[config.mk]
export PLATFORM = sky130hd
export DESIGN_NAME = program_loader
export DESIGN_NICKNAME = d
export VERILOG_FILES = /design/src/rtl/program_loader.sv
export SDC_FILE = /design/constraint.sdc
export NUM_CORES = 1
export LEC_CHECK = 0
export ABC_AREA = 1
export CAP_MARGIN = 0
export CORE_UTILIZATION = 57
export CTS_CLUSTER_DIAMETER = 100
export DETAILED_ROUTE_END_ITERATION = 7
export GPL_ROUTABILITY_DRIVEN = 0
export PLACE_DENSITY = 0.86
export REMOVE_ABC_BUFFERS = 1
export SYNTH_ARGS = -nofsm -noshare
export SYNTH_HDL_FRONTEND = slang
export SYNTH_SLANG_ARGS = --single-unit
[constraint.sdc]
create_clock -name clk -period 3.5 [get_ports clk]
set_input_delay 0.525 -clock clk [delete_from_list [all_inputs] [get_ports clk]]
set_output_delay 0.525 -clock clk [all_outputs]
set_load 0.05 [all_outputs]
[src/rtl/program_loader.sv]
// Serial program loader: receives start/8-data/stop framed bytes on dato and
// writes each good byte into program memory at consecutive addresses.
module program_loader (
  input  logic        clk,
  input  logic        reset,
  input  logic        load_addr,
  input  logic [11:0] addr_in,
  input  logic [11:0] len_in,
  input  logic        start,
  input  logic        dato,
  input  logic        bit_valid,
  output logic [11:0] mem_addr,
  output logic [7:0]  mem_data,
  output logic        mem_we,
  output logic        busy,
  output logic        done,
  output logic        error,
  output logic [11:0] byte_count
);

  typedef enum logic [2:0] {
    IDLE, WAIT_START, DATA, STOP, WRITE, DONE, ERROR
  } state_t;

  state_t      state, state_next;
  logic [11:0] addr_reg;
  logic [11:0] len_reg;
  logic [2:0]  bit_idx;
  logic [7:0]  shift_reg;
  logic [11:0] count_inc;
  logic        cmd_ok;

  assign count_inc = byte_count + 12'd1;
  // Commands are only accepted while parked, i.e. whenever busy is low.
  assign cmd_ok    = (state == IDLE) || (state == ERROR);

  // Decoded straight from the state register so that an asynchronous reset
  // drops the strobes at once, without waiting for a clock edge.
  assign mem_we = (state == WRITE);
  assign done   = (state == DONE);
  assign busy   = !cmd_ok;

  always_ff @(posedge clk or posedge reset) begin
    if (reset) state <= IDLE;
    else       state <= state_next;
  end

  always_comb begin
    state_next = state;
    case (state)
      IDLE, ERROR: if (start) state_next = (len_in == 12'd0) ? DONE : WAIT_START;
      WAIT_START:  if (bit_valid && !dato) state_next = DATA;
      DATA:        if (bit_valid && bit_idx == 3'd7) state_next = STOP;
      STOP:        if (bit_valid) state_next = dato ? WRITE : ERROR;
      WRITE:       state_next = (count_inc == len_reg) ? DONE : WAIT_START;
      DONE:        state_next = IDLE;
      default:     state_next = IDLE;
    endcase
  end

  always_ff @(posedge clk or posedge reset) begin
    if (reset) begin
      addr_reg   <= 12'h000;
      len_reg    <= 12'd0;
      bit_idx    <= 3'd0;
      shift_reg  <= 8'h00;
      mem_addr   <= 12'h000;
      mem_data   <= 8'h00;
      error      <= 1'b0;
      byte_count <= 12'd0;
    end else begin
      case (state)
        IDLE, ERROR: begin
          // load_addr and start may coincide; the session then uses addr_in.
          if (load_addr) addr_reg <= addr_in;
          if (start) begin
            len_reg    <= len_in;
            byte_count <= 12'd0;
            error      <= 1'b0;
          end
        end
        WAIT_START: if (bit_valid && !dato) bit_idx <= 3'd0;
        DATA: begin
          if (bit_valid) begin
            shift_reg[bit_idx] <= dato;
            bit_idx            <= bit_idx + 3'd1;
          end
        end
        STOP: begin
          if (bit_valid) begin
            if (dato) begin
              mem_addr <= addr_reg;
              mem_data <= shift_reg;
            end else begin
              error <= 1'b1;
            end
          end
        end
        WRITE: begin
          addr_reg   <= addr_reg + 12'd1;
          byte_count <= count_inc;
        end
        default: ;
      endcase
    end
  end

endmodule
Word level (Yosys, flattened, before mapping)

Index checks and enable logic that the tools add are counted.

Reduce and logical (&&, ||, !) cells: 20
Order comparisons: 2
Multiplexer cells: 22
Eq/ne operators: 15
$add $sub $neg: 3

Operators with widths:

| operator                | count |
|---|---|
| $pmux W12 S2            | 2 |
| $add A12 B1 Y12 const B | 2 |
| $mux W12                | 2 |
| $mux W3                 | 8 |
| $pmux W3 S5             | 1 |
| $ne A2 B2 Y1 const B    | 7 |
| $eq A12 B12 Y1          | 1 |
| $eq A3 B3 Y1 const B    | 4 |
| $logic_not A12 Y1       | 1 |
| $bwmux W8               | 1 |
| $reduce_and A2 Y1       | 4 |
| $reduce_and A4 Y1       | 2 |
| $eq A3 B2 Y1 const B    | 2 |
| $pmux W3 S2             | 1 |
| $reduce_and A3 Y1       | 2 |
| $reduce_bool A2 Y1      | 3 |
| $lt A3 B4 Y1 const B    | 1 |
| $mux W1                 | 4 |
| $add A3 B1 Y3 const B   | 1 |
| $demux W1 S3            | 1 |
| $eq A3 B1 Y1 const B    | 1 |
| $ge A3 B1 Y1 const B    | 1 |
| $logic_and A1 B1 Y1     | 3 |
| $logic_not A3 Y1        | 1 |
| other kinds (5)         | 6 |

Bits of input ports: 30
Flip-flop bits (word level): 71
Word-level logic and storage cells: 71

Depth between registers and ports, before layout

Gate-level depths: netlist (run 1).

Depth in word-level cells: 5
Mapped depth: 13
Depth with buffers taken out: 13

Worst setup path before layout (run 1)

OpenSTA, ideal clock, no wires.

Path kind: register to output
From: register state[2]
To: output done
Slack: 1.388 ns
Cell stages (with the launch flop): 3
Data arrival time: 1.587 ns
Path through: dfrtp_1 -> inv_2 -> nor3_1

Word-level cells in the longest chain between the ends: 1

Ends and longest elaborated chain:

| item                   | line | RTL |
|---|---|---|
| from (decl)            | 25   | `state_t state, state_next;` |
| from (signal assigned) | 45   | `else state <= state_next;` |
| $eq A3 B3 Y1           | 40   | `assign done = (state == DONE);` |
| to (decl)              | 16   | `output logic done,` |

No other way between the ends.

Worst setup path in the final report (run 1)

From: register state[1]
To: output mem_we

Word-level cells in the longest chain between the ends: 1

Ends and longest elaborated chain:

| item         | line | RTL |
|---|---|---|
| $eq A3 B3 Y1 | 39   | `assign mem_we = (state == WRITE);` |
| to (decl)    | 14   | `output logic mem_we,` |

No other way between the ends.

==> results.json, run 1 <==
{
  "postCtsSetupRepairBufs": 0,
  "synth_top_area_frac": 0.4850,
  "num_rows": 28,
  "finClkSkew_ns": 0.008023,
  "fmax_mhz": 362.9,
  "dp.cells": 558,
  "finalWirelength_mm": 8.792,
  "fin_crit_ns": 2.755,
  "dp_slack_ns": 1.002,
  "port_buffers": 65,
  "synth_cell_type_count": 40,
  "ys.warnings.count": 0,
  "fin_area_um2": 4567,
  "first_iter_violations": 337,
  "dieWidth_um": 82.17,
  "synthFlopType": "dfrtp_1",
  "ant_nets": 0,
  "async_flop_share": 1.000,
  "ys_ff_latch": 71,
  "end_kind": "output pin",
  "finalSetupViolCount": 0,
  "min_path_cells": 2,
  "numCtsBuffers": 9,
  "gr-total-overflow": 0,
  "drc": 0,
  "areaGrowthSynthToFinish_pct": 24.66,
  "ctsResizeCount": 0,
  "holdBufCountCts": 0,
  "die_area_um2": 6752,
  "clock_latency_ns": 0.35,
  "htreeDepth": 3,
  "total_leakage_power_nw": 2.078,
  "fin_ws_ns": 0.7447,
  "initial_core_util": 0.6045,
  "rsz0062_at_grt": "no",
  "viasPerCell": 5.779,
  "drive_above_1_share": 0.1182,
  "placedInstanceArea_um2": 4354,
  "avgSynthCellArea_um2": 8.600,
  "grt_max_degree": 41,
  "dp_hpwl_mm": 6.235,
  "worstPathMaxFanout": 20,
  "critPathKind": "flop to output pin",
  "hold_start": "mem_addr[7]$_DFFE_PP0P_",
  "setup_tns_ns": 0,
  "yosysTopAreaCell": "dfrtp_1",
  "finalNonFillerCells": 574,
  "synth_edf_count": 0,
  "hold_path.class": "flop to flop",
  "root_buffer": "clkbuf_8",
  "hold_viol": 0,
  "clockBufferDepth": 2,
  "r2r_setup_slack_ns": 1.17,
  "core_area_um2": 6061,
  "crit_required_ns": 2.97,
  "cp.arrival_ns": 2.23,
  "startpoint_type": "flop",
  "cellPowerDensity_nw_per_um2": 857.0,
  "p_total_mw": 3.914,
  "reg2reg_depth": 7,
  "synth_area_leaders": "dfrtp_1, nand2_1, mux2_2",
  "vias": 3317,
  "grt_pass1_vias": 3101,
  "grt_pass1_wl_mm": 14.41,
  "io_pins": 66,
  "min_to": "mem_addr[7]$_DFFE_PP0P_",
  "nets": 528,
  "die_h_um": 82.17,
  "grt_usage": 0.2911,
  "yosysSeqAreaShare": 0.4850,
  "cts_tree": "done",
  "relSlewSlack": 0.3897,
  "netlist_area_um2": 3664,
  "r2r-start": "state[1]$_DFFE_PP0P_",
  "fin_crit_sh": 0.7872,
  "antenna_found_initial": 0,
  "clock-sinks": 71,
  "synth_cells": 426,
  "ir_drop_v": 0.0006741,
  "r2r_end": "addr_reg[11]$_DFFE_PP0P_",
  "cap_violations": 0,
  "report.final.slew_viol_count": 0,
  "worst_slew_pin_slew_ns": 0.9129,
  "wl_per_cell_um": 15.32,
  "antennaDiodeCount": 0,
  "status": "finished clean",
  "path_clk_slew_ns": 0.07,
  "drt-pass1-iter-count": 5
}
cells in the mapped netlist, types with 2 or more instances:
cell / count
ha_1: 4
mux2_2: 17
nor3_1: 4
o21ai_0: 27
o211ai_1: 3
inv_2: 5
clkbuf_1: 3
dfrtp_1: 71
xor2_1: 4
a31oi_1: 9
inv_1: 43
a22oi_1: 3
a21oi_1: 22
nand4_1: 2
nand2_2: 3
nand3_1: 25
o22ai_1: 12
o21ai_1: 4
nor4_1: 3
buf_2: 4
buf_6: 4
nor2_1: 39
nor2_8: 2
nor2_4: 2
nand3b_1: 4
nand2_1: 88
nand2_4: 3
nor2_2: 4
logic make-up (layout without fill, tap and decap cells):
family	after synthesis	count (layout)	share of synthesized area
and+or+nand+nor	182	182	0.2309
AOI/OAI and AO/OA	86	86	0.1335
DFF	71	71	0.4850
buffers and inverters	61	134	0.07274
muxes	17	17	0.05225
xor gates and xnor gates	5	5	0.01195
adders and majority gates	4	4	0.01366
layout make-up:
type / instances / area, µm²
flip-flops and latches: 71 / 1777
multi-input cells: 294 / 1620
fillers: 434 / 1494
repair buffers: 68 / 673.1
inverters: 50 / 190.2
clock buffers: 10 / 127.6
well taps: 75 / 93.84
clock inverters: 6 / 85.08
critical path: stages, from the launching register on:
cell and delay [ns]:
dfrtp_1 0.42, inv_2 0.12, nand2_4 0.07, nor2_4 0.38, clkdlybuf4s50_1 0.90
through the flow:
step | hold slack, ns | util
after detailed placement | 0.4764 | 0.7184
after global routing | 0.5184 | 0.7535
final | 0.4826 | 0.7535
after CTS | 0.4936 | 0.7535
after floorplan | 0.4708 | -
after global placement | 0.4711 | 0.7184
worst max path at each step:
stage          cells past startpoint  slack [ns]            startpoint                        to
2_1_floorplan                      1        1.18                 reset   addr_reg[0]$_DFFE_PP0P_
3_3_place_gp                       5        1.15             bit_valid  mem_addr[10]$_DFFE_PP0P_
3_5_place_dp                       4        1.00             bit_valid   mem_addr[9]$_DFFE_PP0P_
4_1_cts                            3        0.74  state[2]$_DFFE_PP0P_                    mem_we
5_1_grt                            3        0.64  state[2]$_DFFE_PP0P_                    mem_we
6_report                           4        0.74  state[1]$_DFFE_PP0P_                    mem_we
cell usage in the layout, fill, tap and decap left out, types with 6 or more instances in the layout:
cell type and count:
o21ai_0 27, a31oi_1 9, o22ai_1 12, dfrtp_1 71, inv_1 42, inv_2 6, nor2_1 39, mux2_2 17
clkbuf_8 9, clkdlybuf4s50_1 65, a21oi_1 22, nand3_1 25, nand2_1 88
power breakdown:
part	total, mW	switching (mW)	leakage (nW)	internal (mW)
clock network	0.713	0.314	0.102	0.399
logic	1.82	1.18	1.08	0.640
registers	1.38	0.244	0.894	1.14
total	3.91	1.74	2.08	2.18
layer usage:
layer | track usage | part of all wire | vias up
li1 | - | - | 1564
met1 | 0.3952 | 0.43 | 1562
met2 | 0.4587 | 0.47 | 175
met3 | 0.06264 | 0.082 | 16
met4 | 0.1088 | 0.017 | 0
met5 | 0 | 0 | -
(Power assumes the default switching activity.)
==> run 2, diff against run 1 <==
Settings changed: CORE_UTILIZATION 57 to 53, PLACE_DENSITY 0.86 to 0.8.
Clock period 3.5 ns to 2.87 ns, I/O delays scaled along.
==> results.json, run 2 (synthesis gave the netlist of run 1 again) <==
{
  "r2r-start": "state[1]$_DFFE_PP0P_",
  "ctsResizeCount": 0,
  "worst_slew_pin_slew_ns": 0.7474,
  "die_area_um2": 7249,
  "first_iter_violations": 209,
  "dp_hpwl_mm": 6.248,
  "path_clk_slew_ns": 0.08,
  "grt_pass1_wl_mm": 14.47,
  "vias": 3209,
  "worstPathMaxFanout": 4,
  "cp.arrival_ns": 2.07,
  "postCtsSetupRepairBufs": 0,
  "r2r_setup_slack_ns": 0.94,
  "drt-pass1-iter-count": 5,
  "finClkSkew_ns": 0.006198,
  "postLayoutCoreUtil": 0.7114,
  "ir_drop_v": 0.0007418,
  "dieWidth_um": 85.14,
  "fin_crit_ns": 2.496,
  "hold_path.class": "flop to flop",
  "grt_max_degree": 36,
  "critPathKind": "flop to output pin",
  "fmax_mhz": 400.7,
  "areaGrowthSynthToFinish_pct": 26.13,
  "min_path_cells": 2,
  "htreeDepth": 3,
  "cellPowerDensity_nw_per_um2": 1045,
  "viasPerCell": 5.552,
  "ant_nets": 0,
  "antennaDiodeCount": 0,
  "fin_crit_sh": 0.8696,
  "crit_required_ns": 2.44,
  "finalWirelength_mm": 8.661,
  "num_rows": 29,
  "drc": 0,
  "grt_usage": 0.2599,
  "die_h_um": 85.14,
  "drive_above_1_share": 0.1218,
  "end_kind": "output pin",
  "io_pins": 66,
  "report.final.slew_viol_count": 0,
  "reg2reg_depth": 9,
  "core_area_um2": 6495,
  "gr-total-overflow": 0,
  "hold_start": "mem_addr[11]$_DFFE_PP0P_",
  "antenna_found_initial": 0,
  "clock_latency_ns": 0.35,
  "min_to": "mem_addr[11]$_DFFE_PP0P_",
  "finalSetupViolCount": 0,
  "root_buffer": "clkbuf_8",
  "nets": 530,
  "initial_core_util": 0.5641,
  "rsz0062_at_grt": "no",
  "layout_common_cells": "nand2_1, dfrtp_1, clkdlybuf4s50_1, inv_1, nor2_1",
  "startpoint_type": "flop",
  "r2r_end": "byte_count[9]$_DFFE_PP0P_",
  "relSlewSlack": 0.5010,
  "port_buffers": 65,
  "setup_tns_ns": 0,
  "cts_tree": "done",
  "wl_per_cell_um": 14.98,
  "layout_commonest_cell": "nand2_1",
  "total_leakage_power_nw": 2.111,
  "holdBufCountCts": 0,
  "grt_pass1_vias": 3091,
  "status": "finished clean",
  "hold_viol": 0,
  "clock-sinks": 71,
  "clockBufferDepth": 2,
  "numCtsBuffers": 9,
  "cap_violations": 0
}
run 2: cell types whose count changed in the layout (fill, tap and decap cells not counted), sizes merged:
cell,delta
bufinv,+1
buf,+2
clkinv,+1
clkinvlp,-2
run 2: critical path, cell delays in order (launching register included):
cell and delay (ns):
dfrtp_1 0.41, inv_2 0.11, nor2_1 0.06, inv_1 0.08
nand2_1 0.06, o21ai_2 0.14, clkdlybuf4s50_1 0.86
run 2: report_power, final:
| group | internal [mW] | switching, mW | leakage, nW |
|---|---|---|---|
| combinational | 0.787 | 1.42 | 1.10 |
| sequential | 1.39 | 0.275 | 0.894 |
| clock | 0.576 | 0.384 | 0.120 |
| total | 2.75 | 2.08 | 2.11 |
run 2: per-stage QoR:
step	cells	hold WS, ns	worst slack (ns)	cell area (µm²)	total power [mW]
6_report	578	0.4886	0.3743	4621	4.829
5_1_grt	578	0.5097	0.3014	4621	5.125
4_1_cts	578	0.4906	0.3742	4621	4.840
3_5_place_dp	562	0.4731	0.7772	4384	3.882
3_3_place_gp	562	0.4670	0.8096	4384	3.797
2_1_floorplan	415	0.4708	0.6429	3587	3.196
run 2: layer usage:
metal,vias up,part of all wire,GRT usage,wire length (µm)
met5,-,0,0,0
met4,0,0.023,0.1248,195
met3,20,0.066,0.04475,573
met2,125,0.48,0.4216,4127
met1,1504,0.43,0.3406,3764
li1,1560,-,-,-
run 2: worst max path at each step:
stage	start	to	slack (ns)	cells past startpoint
after floorplan	reset	addr_reg[0]$_DFFE_PP0P_	0.64	1
after global placement	state[0]$_DFFE_PP0P_	busy	0.81	5
after detailed placement	state[1]$_DFFE_PP0P_	busy	0.78	6
after CTS	state[0]$_DFFE_PP0P_	busy	0.37	5
after global routing	state[1]$_DFFE_PP0P_	busy	0.30	6
final	state[1]$_DFFE_PP0P_	busy	0.37	6
run 2: cell type report:
type / count / area [µm²]
inverter: 50 / 190.2
multi-input combinational: 294 / 1620
sequential: 71 / 1777
timing repair buffer: 70 / 700.7
clock inverter: 6 / 108.9
clock buffer: 10 / 127.6
fill: 492 / 1874
tap: 77 / 96.34
